## config.mk

```make
export PLATFORM = sky130hd
export DESIGN_NAME = sha512_msg_schedule_flat
export DESIGN_NICKNAME = d
export VERILOG_FILES = /design/src/rtl/sha2_pkg.sv /design/src/rtl/sha512_msg_schedule_if.sv /design/src/rtl/small_sigma.sv /design/src/rtl/sha512_msg_schedule.sv /design/src/flat_wrapper.sv
export SDC_FILE = /design/constraint.sdc
export NUM_CORES = 2
export LEC_CHECK = 0
export CAP_MARGIN = 40
export CORE_MARGIN = 8
export CORE_UTILIZATION = 55
export CTS_BUF_LIST = sky130_fd_sc_hd__clkbuf_8
export CTS_CLUSTER_DIAMETER = 40
export DETAILED_ROUTE_END_ITERATION = 8
export PLACE_DENSITY = 0.73
export SLEW_MARGIN = 10
export SYNTH_ARGS = -nofsm -noshare
export SYNTH_HDL_FRONTEND = slang
export SYNTH_SLANG_ARGS = --single-unit
```

## constraint.sdc

```tcl
create_clock -name clk -period 9.9 [get_ports clk]
set_clock_uncertainty 0.2 [all_clocks]
set_input_delay 0.99 -clock clk [delete_from_list [all_inputs] [get_ports clk]]
set_output_delay 0.99 -clock clk [all_outputs]
set_load 0.02 [all_outputs]
```

## src/rtl/sha2_pkg.sv

```systemverilog
// sha2_pkg: shared SHA-512 schedule constants, state encoding and rotate helper.
package sha2_pkg;
    localparam int DATA_WIDTH  = 64;
    localparam int ROUNDS      = 80;
    localparam int BLOCK_WORDS = 16;
    localparam int IDX_WIDTH   = 7;
    localparam int S0_ROT_A    = 1;
    localparam int S0_ROT_B    = 8;
    localparam int S0_SHR      = 7;
    localparam int S1_ROT_A    = 19;
    localparam int S1_ROT_B    = 61;
    localparam int S1_SHR      = 6;
    typedef logic [DATA_WIDTH-1:0] word_t;
    typedef logic [IDX_WIDTH-1:0] idx_t;
    typedef enum logic {LOAD, EXPAND} state_e;
    function automatic word_t rotr(input word_t x, input int n);
        return (x >> n) | (x << (DATA_WIDTH - n));
    endfunction
endpackage

```

## src/rtl/sha512_msg_schedule_if.sv

```systemverilog
// sha512_msg_schedule_if: message-word input stream and round-word output stream.
interface sha512_msg_schedule_if;
    import sha2_pkg::*;
    word_t in_word;
    logic  in_valid;
    logic  in_ready;
    word_t out_word;
    idx_t  out_index;
    logic  out_last;
    logic  out_valid;
    logic  out_ready;
    logic  busy;
    modport master (
        output in_word, in_valid, out_ready,
        input  in_ready, out_word, out_index, out_last, out_valid, busy
    );
    modport slave (
        input  in_word, in_valid, out_ready,
        output in_ready, out_word, out_index, out_last, out_valid, busy
    );
endinterface

```

## src/rtl/small_sigma.sv

```systemverilog
// small_sigma: SHA-512 small sigma, ROTR(ROT_A) ^ ROTR(ROT_B) ^ SHR(SHR).
module small_sigma import sha2_pkg::*; #(
    parameter int ROT_A = 1,
    parameter int ROT_B = 8,
    parameter int SHR   = 7
) (
    input  word_t x_i,
    output word_t y_o
);
    assign y_o = rotr(x_i, ROT_A) ^ rotr(x_i, ROT_B) ^ (x_i >> SHR);
endmodule

```

## src/rtl/sha512_msg_schedule.sv

```systemverilog
// sha512_msg_schedule: expands a 16-word SHA-512 block into round words W_0..W_79,
// one per cycle on a valid/ready stream with a single output register stage.
module sha512_msg_schedule import sha2_pkg::*; (
    input logic clk,
    input logic reset,
    sha512_msg_schedule_if.slave bus
);
    state_e state_q, state_d;
    idx_t t_q, t_d;
    logic [BLOCK_WORDS-1:0][DATA_WIDTH-1:0] win_q, win_d;
    word_t out_word_q, out_word_d;
    idx_t out_index_q, out_index_d;
    logic out_last_q, out_last_d;
    logic out_valid_q, out_valid_d;
    logic en, take, step, last_t;
    word_t sig0, sig1, sum_a, car_a, sum_b, car_b, w_exp, w_new;

    small_sigma #(.ROT_A(S0_ROT_A), .ROT_B(S0_ROT_B), .SHR(S0_SHR)) u_sig0 (.x_i(win_q[1]), .y_o(sig0));
    small_sigma #(.ROT_A(S1_ROT_A), .ROT_B(S1_ROT_B), .SHR(S1_SHR)) u_sig1 (.x_i(win_q[14]), .y_o(sig1));

    // Two 3:2 compressors reduce the four addends so only one carry-propagate adder remains.
    always_comb begin
        sum_a = sig1 ^ win_q[9] ^ sig0;
        car_a = ((sig1 & win_q[9]) | (sig1 & sig0) | (win_q[9] & sig0)) << 1;
        sum_b = sum_a ^ car_a ^ win_q[0];
        car_b = ((sum_a & car_a) | (sum_a & win_q[0]) | (car_a & win_q[0])) << 1;
        w_exp = sum_b + car_b;
    end

    always_ff @(posedge clk) begin
        if (reset) state_q <= LOAD;
        else state_q <= state_d;
    end

    always_comb begin
        state_d = state_q;
        if (state_q == LOAD && take && t_q == idx_t'(BLOCK_WORDS - 1)) state_d = EXPAND;
        else if (state_q == EXPAND && step && last_t) state_d = LOAD;
    end

    always_comb begin
        en = !out_valid_q || bus.out_ready;
        bus.in_ready = !reset && state_q == LOAD && en;
        bus.busy = state_q == EXPAND || t_q != '0;
        take = bus.in_valid && bus.in_ready;
        step = state_q == EXPAND && en;
        last_t = t_q == idx_t'(ROUNDS - 1);
    end

    always_comb begin
        w_new = state_q == LOAD ? bus.in_word : w_exp;
        win_d = win_q;
        t_d = t_q;
        out_word_d = out_word_q;
        out_index_d = out_index_q;
        out_last_d = out_last_q;
        out_valid_d = out_valid_q;
        if (take || step) begin
            win_d = {w_new, win_q[BLOCK_WORDS-1:1]};
            t_d = last_t ? '0 : t_q + idx_t'(1);
            out_word_d = w_new;
            out_index_d = t_q;
            out_last_d = last_t;
            out_valid_d = 1'b1;
        end else if (bus.out_ready) begin
            out_valid_d = 1'b0;
        end
    end

    always_ff @(posedge clk) begin
        if (reset) begin
            t_q <= '0;
            win_q <= '0;
            out_word_q <= '0;
            out_index_q <= '0;
            out_last_q <= 1'b0;
            out_valid_q <= 1'b0;
        end else begin
            t_q <= t_d;
            win_q <= win_d;
            out_word_q <= out_word_d;
            out_index_q <= out_index_d;
            out_last_q <= out_last_d;
            out_valid_q <= out_valid_d;
        end
    end

    assign bus.out_word = out_word_q;
    assign bus.out_index = out_index_q;
    assign bus.out_last = out_last_q;
    assign bus.out_valid = out_valid_q;
endmodule

```

## src/flat_wrapper.sv

```systemverilog
// flat-port wrapper written by rule: the top's interface ports become plain ports
module sha512_msg_schedule_flat import sha2_pkg::*;
  (clk, reset, bus_in_word, bus_in_valid, bus_out_ready, bus_in_ready, bus_out_word, bus_out_index, bus_out_last, bus_out_valid, bus_busy);
  sha512_msg_schedule_if bus_i ();
  input logic clk;
  input logic reset;
  input wire logic [$bits(bus_i.in_word)-1:0] bus_in_word;
  input wire logic [$bits(bus_i.in_valid)-1:0] bus_in_valid;
  input wire logic [$bits(bus_i.out_ready)-1:0] bus_out_ready;
  output wire logic [$bits(bus_i.in_ready)-1:0] bus_in_ready;
  output wire logic [$bits(bus_i.out_word)-1:0] bus_out_word;
  output wire logic [$bits(bus_i.out_index)-1:0] bus_out_index;
  output wire logic [$bits(bus_i.out_last)-1:0] bus_out_last;
  output wire logic [$bits(bus_i.out_valid)-1:0] bus_out_valid;
  output wire logic [$bits(bus_i.busy)-1:0] bus_busy;
  assign bus_i.in_word = bus_in_word;
  assign bus_i.in_valid = bus_in_valid;
  assign bus_i.out_ready = bus_out_ready;
  assign bus_in_ready = bus_i.in_ready;
  assign bus_out_word = bus_i.out_word;
  assign bus_out_index = bus_i.out_index;
  assign bus_out_last = bus_i.out_last;
  assign bus_out_valid = bus_i.out_valid;
  assign bus_busy = bus_i.busy;
  sha512_msg_schedule u_core (.clk(clk), .reset(reset), .bus(bus_i));
endmodule
```

# == After elaboration in Yosys (flattened, before gate mapping) ==
# Cells that the tools add are included.
# totals
register_bits,1041
in_bits,68
output_inout_bits,75
wordCells,70
# op_classes
add_sub_neg,2
n_eq_ne,2
n_mux,6
n_bitwise,23
reduce_logical,16
# ops
cell,count
$xor A64 B64 Y64,6
$and A63 B63 Y63,6
$or A63 B63 Y63,4
$add A64 B64 Y64,1
$mux W64,1
$or A3 B64 Y64,1
$or A45 B64 Y64,1
$or A56 B64 Y64,1
$or A63 B64 Y64,1
$xor A64 B57 Y64,1
$xor A64 B58 Y64,1
$logic_and A1 B1 Y1,8
$add A7 B1 Y7 const B,1
$eq A7 B4 Y1 const B,1
$eq A7 B7 Y1 const B,1
$mux W7,1
$reduce_bool A7 Y1,1
$mux W1,4
$reduce_bool A2 Y1,2
$logic_or A1 B1 Y1,3
$logic_not A1 Y1,2
$not A1 Y1,1

# == Depth between registers and ports, before layout ==
# logic_depth
word_depth,11
depth_mapped,19
ltp_nobuf,17

# == Hierarchy ==
# Synthesis repeated with hierarchy kept, for this count alone.
# unflattened
hier_cells,5801
hier_area_um2,46930.0
# modules_own_cells
module,n_inst,cells_per_inst,area_per_inst_um2,seq_area_each_um2
sha512_msg_schedule,1,5673,44063.5,20840.0
small_sigma (u_core.u_sig1),1,64,1446.4,0.0
small_sigma (u_core.u_sig0),1,64,1420.1,0.0

# == Least setup slack after synthesis ==
# No wires, ideal clock.
# synth_path
path_kind,flip-flop to flip-flop
from,register u_core.win_q[73] (netlist name)
to,register u_core.win_q[1019] (netlist name)
setup_ns,0.116
arrival_ns,4.568
t_required_ns,9.584
slack_ns,5.016
path_stages_with_launch,19
n_path_buf,1
synth_period_minus_slack_ns,4.884
path_cell_list,dfxtp_1 -> clkbuf_1 -> xnor2_1 -> xnor2_1 -> fa_1 -> fa_1 -> ha_1 -> inv_1 -> fa_1 -> nor2b_1 -> o2111ai_1 -> a2111oi_2 -> o21bai_1 -> a21oi_1 -> o21ai_1 -> a21oi_1 -> o21ai_0 -> a2111o_1 -> o211a_1
# synth_between
elab_chain_cells,11
word_cells_on_any_way,18
classes_between,1 x add/sub; 1 x mux; 16 x bitwise
# synth_rtl
element,line_no,source
"start, declared",sha512_msg_schedule.sv:10,"logic [BLOCK_WORDS-1:0][DATA_WIDTH-1:0] win_q, win_d;"
"start signal, assigned",sha512_msg_schedule.sv:80,win_q <= win_d;
$or A56 B64 Y64 or $or A63 B64 Y64 (tied branches),sha2_pkg.sv:17,return (x >> n) | (x << (DATA_WIDTH - n));
$xor A64 B64 Y64,small_sigma.sv:10,"assign y_o = rotr(x_i, ROT_A) ^ rotr(x_i, ROT_B) ^ (x_i >> SHR);"
$xor A64 B57 Y64 *,small_sigma.sv:10,
$and A63 B63 Y63,sha512_msg_schedule.sv:24,car_a = ((sig1 & win_q[9]) | (sig1 & sig0) | (win_q[9] & sig0)) << 1;
$or A63 B63 Y63 (2 in a row),sha512_msg_schedule.sv:24,
$and A63 B63 Y63,sha512_msg_schedule.sv:26,car_b = ((sum_a & car_a) | (sum_a & win_q[0]) | (car_a & win_q[0])) << 1;
$or A63 B63 Y63 (2 in a row),sha512_msg_schedule.sv:26,
$add A64 B64 Y64 *,sha512_msg_schedule.sv:27,w_exp = sum_b + car_b;
$mux W64 *,sha512_msg_schedule.sv:51,w_new = state_q == LOAD ? bus.in_word : w_exp;
# Mark *: on every way between the ends. The rest lies on a longest branch, timed or not.
# A chain may end at the register's enable or synchronous reset.

# == Worst setup path in the final report ==
# layout_path
from,register u_core.win_q[916] (netlist name)
to,register u_core.win_q[1019] (netlist name)
# layout_between
elab_chain_cells,11
word_cells_on_any_way,19
classes_between,1 x add/sub; 1 x mux; 17 x bitwise
# layout_rtl
element,line_no
$or A45 B64 Y64 or $or A3 B64 Y64 (tied branches),sha2_pkg.sv:17
$xor A64 B64 Y64,small_sigma.sv:10
$xor A64 B58 Y64 *,small_sigma.sv:10
$and A63 B63 Y63,sha512_msg_schedule.sv:24
$or A63 B63 Y63 (2 in a row),sha512_msg_schedule.sv:24
$and A63 B63 Y63,sha512_msg_schedule.sv:26
$or A63 B63 Y63 (2 in a row),sha512_msg_schedule.sv:26
$add A64 B64 Y64 *,sha512_msg_schedule.sv:27
$mux W64 *,sha512_msg_schedule.sv:51
# Marks and branches as above.

==> metrics.csv <==
metric,value,unit
CTS Buf Count,176,
Syn Inst Count,5876,
HPWL Detailed,89500,µm
worst stage delay on the critical path,0.54,ns
dominant cell type by area after synthesis,dfxtp_1,
Die ar.,93300,µm²
routed length per placed instance,18.8,µm
Comb power frac,0.060,
Worst Hold Depth,2,
Post-Syn Area per Cell,7.84,µm²
most frequent cells in the layout,"nand2_1, a21oi_1, dfxtp_1, inv_1, clkbuf_8",
"Seq/Total Area, Yosys",0.452,
FMAX,169,MHz
P_leak,18.0,nW
status,finished clean,
worst-skew pair later-pin latency,0.85,ns
count of final hold-check violations,0,
core area,83300,µm²
buffer count from post-CTS setup fixing,0,
gpl congestion,0.982,
Reg2Reg Depth,17,
syn_nets,6135,
Ys Warns,0,
#FFs+latches synth,1041,
"most common cell after layout, fill and taps aside",nand2_1,
initial core utilization,0.553,
Worst setup EP type,flip-flop,
simple-gate share of the synthesized area,0.189,
mux contribution to synthesized area,0.00608,
vias in the first global route,34200,
number of placement rows,106,
worst hold slack,0.223,ns
final WL,130000,µm
top post-synthesis cells by area,"dfxtp_1, nand2_1, a21oi_1",
P_sw,2.21,mW
Post-synth EDFFs,0,
Final nets,5943,
library cells used by synthesis,71,
Max-Cap Viols,0,
Max clock buf depth,3,
Net Sw Frac,0.251,
DR pass1 iterations,6,
fill cell count,7410,
CP Class,flip-flop to flip-flop,
Die Ht,305,µm
Crit path depth,17,
critical path's slowest cell,dfxtp_1,
num ports,143,
Worst-Margin Slew,1.17,ns
DR vias,37700,
CP required,10.43,ns
period utilization,0.597,
Final min period,5.91,ns
Syn-to-layout area delta,10.2,%
Crit path arrival time,6.45,ns
Rel. slew slack,0.223,
RSZ-0062 raised after global routing,false,
Hold Crit Class,flip-flop to flip-flop,
"Critical Path, Cell by Cell","xnor2_1, xnor2_1, fa_1, fa_1, ha_1, inv_1, fa_1, nor2b_1, o2111ai_1, a2111oi_2, o21bai_1, a21oi_1, o21ai_1, a21oi_1, o21ai_0, a2111o_1, o211a_1",
"Slew Viols, Final",0,
adder and majority gate portion of the synthesized area,0.0724,
main flop type after synthesis,dfxtp_1,
Sequential Power Share,0.483,
layout cell share with drive strength beyond 1,0.0565,
CTS H-tree lvls,4,
largest net degree at the start of global routing,250,
remaining global-route overflow,0,
"FFs w/ async S/R, synth",0,
cell mode on critical path,fa_1,
post-cts resize count,0,
# DRC,0,
xor/xnor share of the synthesized area,0.0572,
GRT Total Usage,0.265,
share of the synthesized area in the top cell type,0.452,
internal power,6.61,mW
DR iter-0 viols,3714,
setup TNS,0,ns
Final setup violation count,0,
Via density,5.46,
power per cell area,174,nW/µm²
die width,305,µm
Worst-path clk slew,0.06,ns
Synth Area in Compound Gates,0.154,
CTS Hold Buffers Added,0,
crit-path max FO,6,
Clock Tree Root,clkbuf_8,
peak supply drop,0.160,mV
cell family with most CP delay,compound AO/OA/AOI/OAI gates,
clock share of power,0.457,
Worst setup SP type,flip-flop,
"Cell Area, Synth",46100,µm²
CTS sink cnt,1041,
initial antenna violation count,4,
largest family of logic cells by synthesized area,simple AND/OR/NAND/NOR gates,
crit path buf inv count,1,
Port Buf Inserts,142,
TritonCTS clock tree,yes,
Routed Antenna Nets,0,
first-pass GRT wire length,197000,µm
## metal layers
metal  up-vias  track usage  part of all wire
met5         -            0           0.00010
met4         2        0.123             0.044
met3       285       0.0558             0.069
met2      1109        0.428              0.47
met1     17900        0.340              0.42
li1      18400            -                 -
## Yosys cell counts, drive strengths merged, types with 5 or more instances
| cell | count |
|---|---|
| nand2 | 2000 |
| a21oi | 1077 |
| dfxtp | 1041 |
| clkbuf | 450 |
| inv | 218 |
| xnor2 | 178 |
| fa | 126 |
| xor2 | 123 |
| nor2 | 116 |
| buf | 101 |
| ha | 65 |
| o21ai | 57 |
| a211oi | 56 |
| a21o | 33 |
| mux2i | 28 |
| nor3 | 21 |
| nand3 | 20 |
| nand4 | 19 |
| and3 | 12 |
| a31oi | 11 |
| o21bai | 11 |
| nor2b | 10 |
| and4 | 8 |
| o21a | 8 |
| or3 | 8 |
| o211ai | 7 |
| a2111oi | 6 |
| nand2b | 6 |
| a21boi | 5 |
| or2 | 5 |
## power by group through the flow
stage                     Sequential [mW]  Combinational (mW)  Clock (mW)
after floorplan                      4.32               0.379           0
after CTS                            4.26               0.528        4.10
after global placement               4.35               0.521           0
after global routing                 4.26               0.569        4.32
final                                4.26               0.530        4.03
after detailed placement             4.35               0.526           0
## cells by family after synthesis
group / count (synthesis)
DFF: 1041
buffers and inverters: 771
AOI/OAI and AO/OA: 1306
muxes: 28
adders and majority gates: 191
and+or+nand+nor: 2238
xor gates and xnor gates: 301
## per-stage QoR
step	setup WS, ns	util	std cells	power (mW)	instance area (µm²)
6_report	3.99	0.610	6902	8.82	50800
3_3_place_gp	4.21	0.563	6582	4.87	46900
5_1_grt	3.67	0.610	6900	9.15	50800
3_5_place_dp	4.09	0.565	6586	4.88	47000
4_1_cts	4.09	0.610	6899	8.89	50800
2_1_floorplan	5.02	-	5876	4.70	46100
## flip-flops by register name (all words and copies together), names as in the netlist
register              cells
u_core.bus.out_valid      1
u_core.bus.out_last       1
u_core.bus.out_index      7
u_core.t_q                7
u_core.state_q            1
u_core.win_q           1024
## worst reg2reg max path, delay by kind of cell (launching register included)
kind / cells / cell delay [ns]
simple gates: 1 / 0.18
flops: 1 / 0.54
compound gates: 9 / 2.86
fa+ha+maj: 4 / 1.62
xor+xnor: 2 / 0.34
buf+inv: 1 / 0.07
## worst paths after layout
path,start,end,slack (ns)
worst max-delay path,u_core.win_q[916],u_core.win_q[1019],3.99
worst min-delay path,u_core.win_q[317],u_core.win_q[253],0.22
worst min register to register,u_core.win_q[317],u_core.win_q[253],0.22
worst max register to register,u_core.win_q[916],u_core.win_q[1019],3.99
## area by class of cell
class | count | area, µm² | area share
Timing Repair Buffer | 181 | 1920 | 0.0379
Clock buffer | 213 | 2930 | 0.0577
Clock inverter | 100 | 828 | 0.0163
Inverter | 220 | 826 | 0.0163
Antenna cell | 3 | 7.51 | 0.000148
Tap cell | 1080 | 1350 | 0.0266
Multi-Input combinational cell | 4064 | 22100 | 0.435
Sequential cell | 1041 | 20800 | 0.410
No activity file was read; power rests on OpenSTA's default activity.
